===== config.mk =====
export PLATFORM = sky130hd
export DESIGN_NAME = branch_resolve_flat
export DESIGN_NICKNAME = d
export VERILOG_FILES = /design/src/rtl/branch_resolve_pkg.sv /design/src/rtl/branch_resolve_if.sv /design/src/rtl/branch_taken_decode.sv /design/src/rtl/branch_resolve.sv /design/src/flat_wrapper.sv
export SDC_FILE = /design/constraint.sdc
export NUM_CORES = 1
export LEC_CHECK = 0
export CAP_MARGIN = 10
export CORE_AREA = 2 2 73 75
export CTS_CLUSTER_DIAMETER = 150
export DETAILED_ROUTE_END_ITERATION = 10
export DIE_AREA = 0 0 75 77
export HOLD_SLACK_MARGIN = 0.08
export PLACE_DENSITY = 0.75
export SLEW_MARGIN = 20
export SYNTH_ARGS = -nofsm -noshare
export SYNTH_HDL_FRONTEND = slang
export SYNTH_SLANG_ARGS = --single-unit

===== constraint.sdc =====
create_clock -name clk -period 3 [get_ports clk]
set_input_delay 0.9 -clock clk [delete_from_list [all_inputs] [get_ports clk]]
set_output_delay 0.9 -clock clk [all_outputs]
set_load 0.005 [all_outputs]

===== src/rtl/branch_resolve_pkg.sv =====
// Shared encodings for the EX-stage branch resolution unit: comparator results,
// branch funct3 codes and FSM states.
package branch_resolve_pkg;

    localparam logic [1:0] CMP_GT = 2'b00;
    localparam logic [1:0] CMP_LT = 2'b01;
    localparam logic [1:0] CMP_EQ = 2'b10;

    localparam logic [2:0] BEQ  = 3'b000;
    localparam logic [2:0] BNE  = 3'b001;
    localparam logic [2:0] BLT  = 3'b100;
    localparam logic [2:0] BGE  = 3'b101;
    localparam logic [2:0] BLTU = 3'b110;
    localparam logic [2:0] BGEU = 3'b111;

    typedef enum logic [1:0] {
        StIdle,
        StRedirect,
        StFlush
    } state_e;

endpackage


===== src/rtl/branch_resolve_if.sv =====
// Redirect channel from the branch resolution unit to fetch (valid/ready handshake).
interface branch_resolve_if #(
    parameter int unsigned XLEN = 32
);
    logic            redirect_valid;
    logic [XLEN-1:0] redirect_pc;
    logic            redirect_ready;

    modport master (
        output redirect_valid,
        output redirect_pc,
        input  redirect_ready
    );

    modport slave (
        input  redirect_valid,
        input  redirect_pc,
        output redirect_ready
    );
endinterface


===== src/rtl/branch_taken_decode.sv =====
// Combinational taken decision from jump flags, branch funct3 and comparator result.
// Jumps always win over a conditional branch; illegal funct3 codes never take.
module branch_taken_decode
    import branch_resolve_pkg::*;
(
    input  logic       is_branch,
    input  logic       is_jal,
    input  logic       is_jalr,
    input  logic [2:0] funct3,
    input  logic [1:0] branch_type,
    output logic       taken
);

    logic eq;
    logic lt;

    always_comb begin
        eq    = (branch_type == CMP_EQ);
        lt    = (branch_type == CMP_LT);
        taken = 1'b0;
        if (is_jalr || is_jal) begin
            taken = 1'b1;
        end else if (is_branch) begin
            case (funct3)
                BEQ:        taken = eq;
                BNE:        taken = ~eq;
                BLT, BLTU:  taken = lt;
                BGE, BGEU:  taken = ~lt;
                default:    taken = 1'b0;
            endcase
        end
    end

endmodule


===== src/rtl/branch_resolve.sv =====
// EX-stage branch/jump resolution: registered PC redirect to fetch plus a fixed-length
// flush of younger instructions. Define BRANCH_RESOLVE_STATS_EN to add statistics counters.
module branch_resolve
    import branch_resolve_pkg::*;
#(
    parameter int unsigned XLEN         = 32,
    parameter int unsigned FLUSH_CYCLES = 2,
    parameter int unsigned CNT_W        = 32
) (
    input  logic                clk,
    input  logic                rst,
    input  logic                ex_valid,
    input  logic                ex_stall,
    input  logic                is_branch,
    input  logic                is_jal,
    input  logic                is_jalr,
    input  logic [2:0]          funct3,
    input  logic [1:0]          branch_type,
    input  logic [XLEN-1:0]     target,
    output logic                branch_unsigned,
    branch_resolve_if.master    redir,
    output logic                flush,
`ifdef BRANCH_RESOLVE_STATS_EN
    output logic [CNT_W-1:0]    stat_branches,
    output logic [CNT_W-1:0]    stat_taken,
    output logic [CNT_W-1:0]    stat_jumps,
`endif
    output logic                taken
);

    localparam logic [3:0] FlushInit = 4'(FLUSH_CYCLES) - 4'd1;

    state_e          state_q, state_d;
    logic [3:0]      cnt_q, cnt_d;
    logic [XLEN-1:0] pc_q, pc_d;
    logic            fire;

    branch_taken_decode u_decode (
        .is_branch   (is_branch),
        .is_jal      (is_jal),
        .is_jalr     (is_jalr),
        .funct3      (funct3),
        .branch_type (branch_type),
        .taken       (taken)
    );

    assign branch_unsigned = funct3[1];
    assign fire            = ex_valid & ~ex_stall & (state_q == StIdle);

    always_comb begin
        state_d = state_q;
        cnt_d   = cnt_q;
        pc_d    = pc_q;
        unique case (state_q)
            StIdle: begin
                if (fire && taken) begin
                    state_d = StRedirect;
                    pc_d    = is_jalr ? {target[XLEN-1:1], 1'b0} : target;
                end
            end
            StRedirect: begin
                if (redir.redirect_ready) begin
                    if (FLUSH_CYCLES == 0) begin
                        state_d = StIdle;
                    end else begin
                        state_d = StFlush;
                        cnt_d   = FlushInit;
                    end
                end
            end
            StFlush: begin
                if (cnt_q == 4'd0) begin
                    state_d = StIdle;
                end else begin
                    cnt_d = cnt_q - 4'd1;
                end
            end
            default: state_d = StIdle;
        endcase
    end

    always_ff @(posedge clk) begin
        if (rst) begin
            state_q <= StIdle;
            cnt_q   <= 4'd0;
            pc_q    <= '0;
        end else begin
            state_q <= state_d;
            cnt_q   <= cnt_d;
            pc_q    <= pc_d;
        end
    end

    // Outputs decode registered state only, so fetch never sees an input->redirect path.
    assign redir.redirect_valid = (state_q == StRedirect);
    assign redir.redirect_pc    = pc_q;
    assign flush                = (state_q != StIdle);

`ifdef BRANCH_RESOLVE_STATS_EN
    always_ff @(posedge clk) begin
        if (rst) begin
            stat_branches <= '0;
            stat_taken    <= '0;
            stat_jumps    <= '0;
        end else if (fire) begin
            if (is_branch) stat_branches <= stat_branches + 1'b1;
            if (is_branch && taken) stat_taken <= stat_taken + 1'b1;
            if (is_jal || is_jalr) stat_jumps <= stat_jumps + 1'b1;
        end
    end
`endif

endmodule


===== src/flat_wrapper.sv =====
// flat-port wrapper written by rule: the top's interface ports become plain ports
module branch_resolve_flat import branch_resolve_pkg::*;
#(
    parameter int unsigned XLEN         = 32,
    parameter int unsigned FLUSH_CYCLES = 2,
    parameter int unsigned CNT_W        = 32
)
  (clk, rst, ex_valid, ex_stall, is_branch, is_jal, is_jalr, funct3, branch_type, target, branch_unsigned, flush, taken, redir_redirect_valid, redir_redirect_pc, redir_redirect_ready);
  branch_resolve_if #(.XLEN(XLEN)) redir_i ();
  input  logic clk;
  input  logic rst;
  input  logic ex_valid;
  input  logic ex_stall;
  input  logic is_branch;
  input  logic is_jal;
  input  logic is_jalr;
  input  logic [2:0] funct3;
  input  logic [1:0] branch_type;
  input  logic [XLEN-1:0] target;
  output logic branch_unsigned;
  output logic flush;
  output logic taken;
  output wire logic [$bits(redir_i.redirect_valid)-1:0] redir_redirect_valid;
  output wire logic [$bits(redir_i.redirect_pc)-1:0] redir_redirect_pc;
  input wire logic [$bits(redir_i.redirect_ready)-1:0] redir_redirect_ready;
  assign redir_redirect_valid = redir_i.redirect_valid;
  assign redir_redirect_pc = redir_i.redirect_pc;
  assign redir_i.redirect_ready = redir_redirect_ready;
  branch_resolve #(.XLEN(XLEN), .FLUSH_CYCLES(FLUSH_CYCLES), .CNT_W(CNT_W)) u_core (.clk(clk), .rst(rst), .ex_valid(ex_valid), .ex_stall(ex_stall), .is_branch(is_branch), .is_jal(is_jal), .is_jalr(is_jalr), .funct3(funct3), .branch_type(branch_type), .target(target), .branch_unsigned(branch_unsigned), .redir(redir_i), .flush(flush), .taken(taken));
endmodule

==> summary.txt <==
Global routing
  – Total gr overflow: 0
  – Largest net degree at the start of global routing: 38
  – Initial antenna violation count: 0
  – All-layer global routing usage: about 17%
  – First-pass GRT wire length: 7.852 mm
  – Vias in the first global route: between 1500 and 2000

Layout
  – Most common cell after layout, fill and taps aside: clkdlybuf4s50_1
  – Core Util, Final: 55.40%
  – NumNets Final: 327
  – Area delta synth->final: 49.73%
  – Most frequent cells in the layout: clkdlybuf4s50_1, dfxtp_1, a21oi_1
  – Fin area: between 0.002 and 0.003 sq mm
  – Share of layout cells above drive strength 1: 13.21%
  – Fillers: 477
  – Diodes inserted: 0

Setup path
  – Worst Path Required: 2100 ps
  – Reg2reg end: u_core.cnt_q[2]
  – End point of the critical path: taken
  – Critical path arrival: 2120 ps
  – CP Capture Type: primary output
  – Critical R2R Launch: u_core.cnt_q[0]
  – Critical path class: in -> out
  – Startpoint types: primary input
  – Reg-to-reg slack, setup: 1160 ps
  – Worst Path Max Fanout: 2
  – Crit path from: funct3[2]
  – R2r worst-path depth: 7

Logic synthesis
  – Synth Register Bits: 38
  – EDFF count, synth: 0
  – Synth unique cells: 33
  – Synth Flop Type: dfxtp_1
  – Synthesized cell area: 0.001842 sq mm
  – Mapped Cells: 197
  – Avg Synthesized Cell Area: 9.349 sq um
  – Synth warn: 0
  – Syn Nets: 244
  – Sequential-to-total area share from yosys stat: 41.30%
  – Async SR Flop Fraction: 0%

Floorplan
  – Die width: 75 um
  – Site Rows: 26
  – Die area: a little under 0.006 sq mm
  – Num ports: 81
  – Core footprint: 0.004977 sq mm
  – Starting Density: 37.00%
  – Die H: between 70 and 80 um

CTS
  – CTS Buf Count: 5
  – TritonCTS clock tree: built
  – Worst-Skew Late Latency: ~280 ps
  – Htree depth: 2
  – CTS root buffer: clkbuf_8
  – CTS sink cnt: 38
  – Clock transition at the registers of the reported paths: 60 ps
  – Deepest clock path buffer count: 2

STA
  – Hold Violations, Final: 0
  – Final setup vio count: 1
  – Max Fclk: 331.3 MHz
  – Min Tclk post-route: 3018 ps
  – Total negative setup slack: -18.22 ps
  – Rel. slew slack: 69.23%
  – Pins Over Slew Limit: 0
  – Worst-Margin Slew: 460.6 ps
  – Setup Skew: 5.522 ps
  – Final setup margin: -18.22 ps
  – Final period utilization: 100.6%
  – Unrepaired setup endpoints after global routing: yes

Run status
  – Outcome: finished with violations
  – Failing checks: negative setup slack

Detailed routing
  – Routed Antenna Nets: 0
  – Remaining DRCs: 0
  – Routed len/inst: around 14 um
  – Total wire length: slightly below 5 mm
  – Vias per cell: 5.126
  – DR pass1 iterations: 4
  – DR iter-0 viols: 96
  – Detailed-route via count: between 1500 and 2000

Power
  – Peak VDD IR: 0.0002167 V
  – Leakage: between 0.9 and 1 nW
  – Pwr dens: 400.3 mW/mm^2
  – Total power: 1.104 mW

Placement
  – Dpl hpwl: 3.383 mm
  – RD Place Congestion: around 0.72
  – Post-Place Cell Area: 0.002645 sq mm
  – Number of I/O port buffers: 80
  – Pre-CTS WS: -740.4 ps

Run
  – Number of max-cap violations: 0

Min path
  – Hold crit path type: reg -> reg
## logic make-up (layout without fill, tap and decap cells)
kind of cell | after synthesis | after routing | share of synthesized area [%]
xor gates and xnor gates | 2 | 2 | 0.9513
adders and majority gates | 2 | 2 | 1.358
DFF | 38 | 38 | 41.30
AOI/OAI and AO/OA | 73 | 73 | 26.29
and+or+nand+nor | 57 | 57 | 17.60
buffers and inverters | 25 | 108 | 12.50
## cells in the mapped netlist, types with 2 or more instances
cell type | count | area, sq um
dfxtp_1 | 38 | 760.7
a21oi_1 | 33 | 165.2
nand3_1 | 32 | 160.2
o211ai_1 | 32 | 240.2
buf_6 | 7 | 78.83
clkbuf_8 | 7 | 96.34
nor2_1 | 6 | 22.52
inv_1 | 4 | 15.01
buf_2 | 3 | 15.01
nand2_1 | 3 | 11.26
or2_2 | 3 | 18.77
a21o_1 | 2 | 15.01
clkbuf_1 | 2 | 7.510
ha_1 | 2 | 25.02
nand2b_1 | 2 | 12.51
nor2b_1 | 2 | 12.51
nor3_1 | 2 | 10.01
xnor2_1 | 2 | 17.52
## worst min path at each step
stage	cells after the start	to	slack, ps	from
floorplan	2	u_core.redir.redirect_pc[0]	460	u_core.redir.redirect_pc[0]
global placement	2	u_core.redir.redirect_pc[22]	450	u_core.redir.redirect_pc[22]
detailed placement	2	u_core.redir.redirect_pc[10]	460	u_core.redir.redirect_pc[10]
CTS	2	u_core.redir.redirect_pc[10]	470	u_core.redir.redirect_pc[10]
global route	2	u_core.redir.redirect_pc[9]	490	u_core.redir.redirect_pc[9]
finish	2	u_core.redir.redirect_pc[10]	460	u_core.redir.redirect_pc[10]
## per-layer routing
layer	up-vias	track usage, %	wire length, um
li1	895	-	-
met1	828	20.60	2103
met2	67	29.30	2479
met3	4	5.519	350
met4	0	3.750	29
met5	-	0	0
## worst max-delay path, stage by stage
cell and delay [ps]:
buf_6 90, or4b_1 510, a21o_1 210, a31oi_4 180, or2_4 150, buf_6 80
## per-stage QoR
stage               cells  hold WS, ps
floorplan             197        457.1
global placement      340        452.3
detailed placement    340        458.9
CTS                   348        468.2
global route          350        485.1
finish                350        463.9
## area by class of cell
| cell class | instances | area, sq um | share of cell area, % |
|---|---|---|---|
| multi-input cells | 134 | 875.8 | 31.76 |
| inverters | 4 | 15.01 | 0.5445 |
| flip-flops and latches | 38 | 760.7 | 27.59 |
| repair buffers | 97 | 942.2 | 34.17 |
| well taps | 70 | 87.58 | 3.176 |
| clock buffers | 7 | 76.32 | 2.768 |
## what timing repair did
action | 4_1_cts | 5_1_grt
setup buffers | 1 | 2
setup endpoints to repair | 1 | 1
pin swaps | 4 | 4
hold buffers | 0 | 0
gates resized for setup | 25 | 6
## power breakdown
| group | internal (mW) | switching (mW) |
|---|---|---|
| clock | 0.160 | 0.162 |
| combinational | 0.139 | 0.101 |
| sequential | 0.529 | 0.0134 |
## registers in the layout (all words and copies together) (netlist names)
name	count
u_core.cnt_q	4
u_core.redir.redirect_pc	32
u_core.state_q	2
Power figures use the tool's default switching activity.
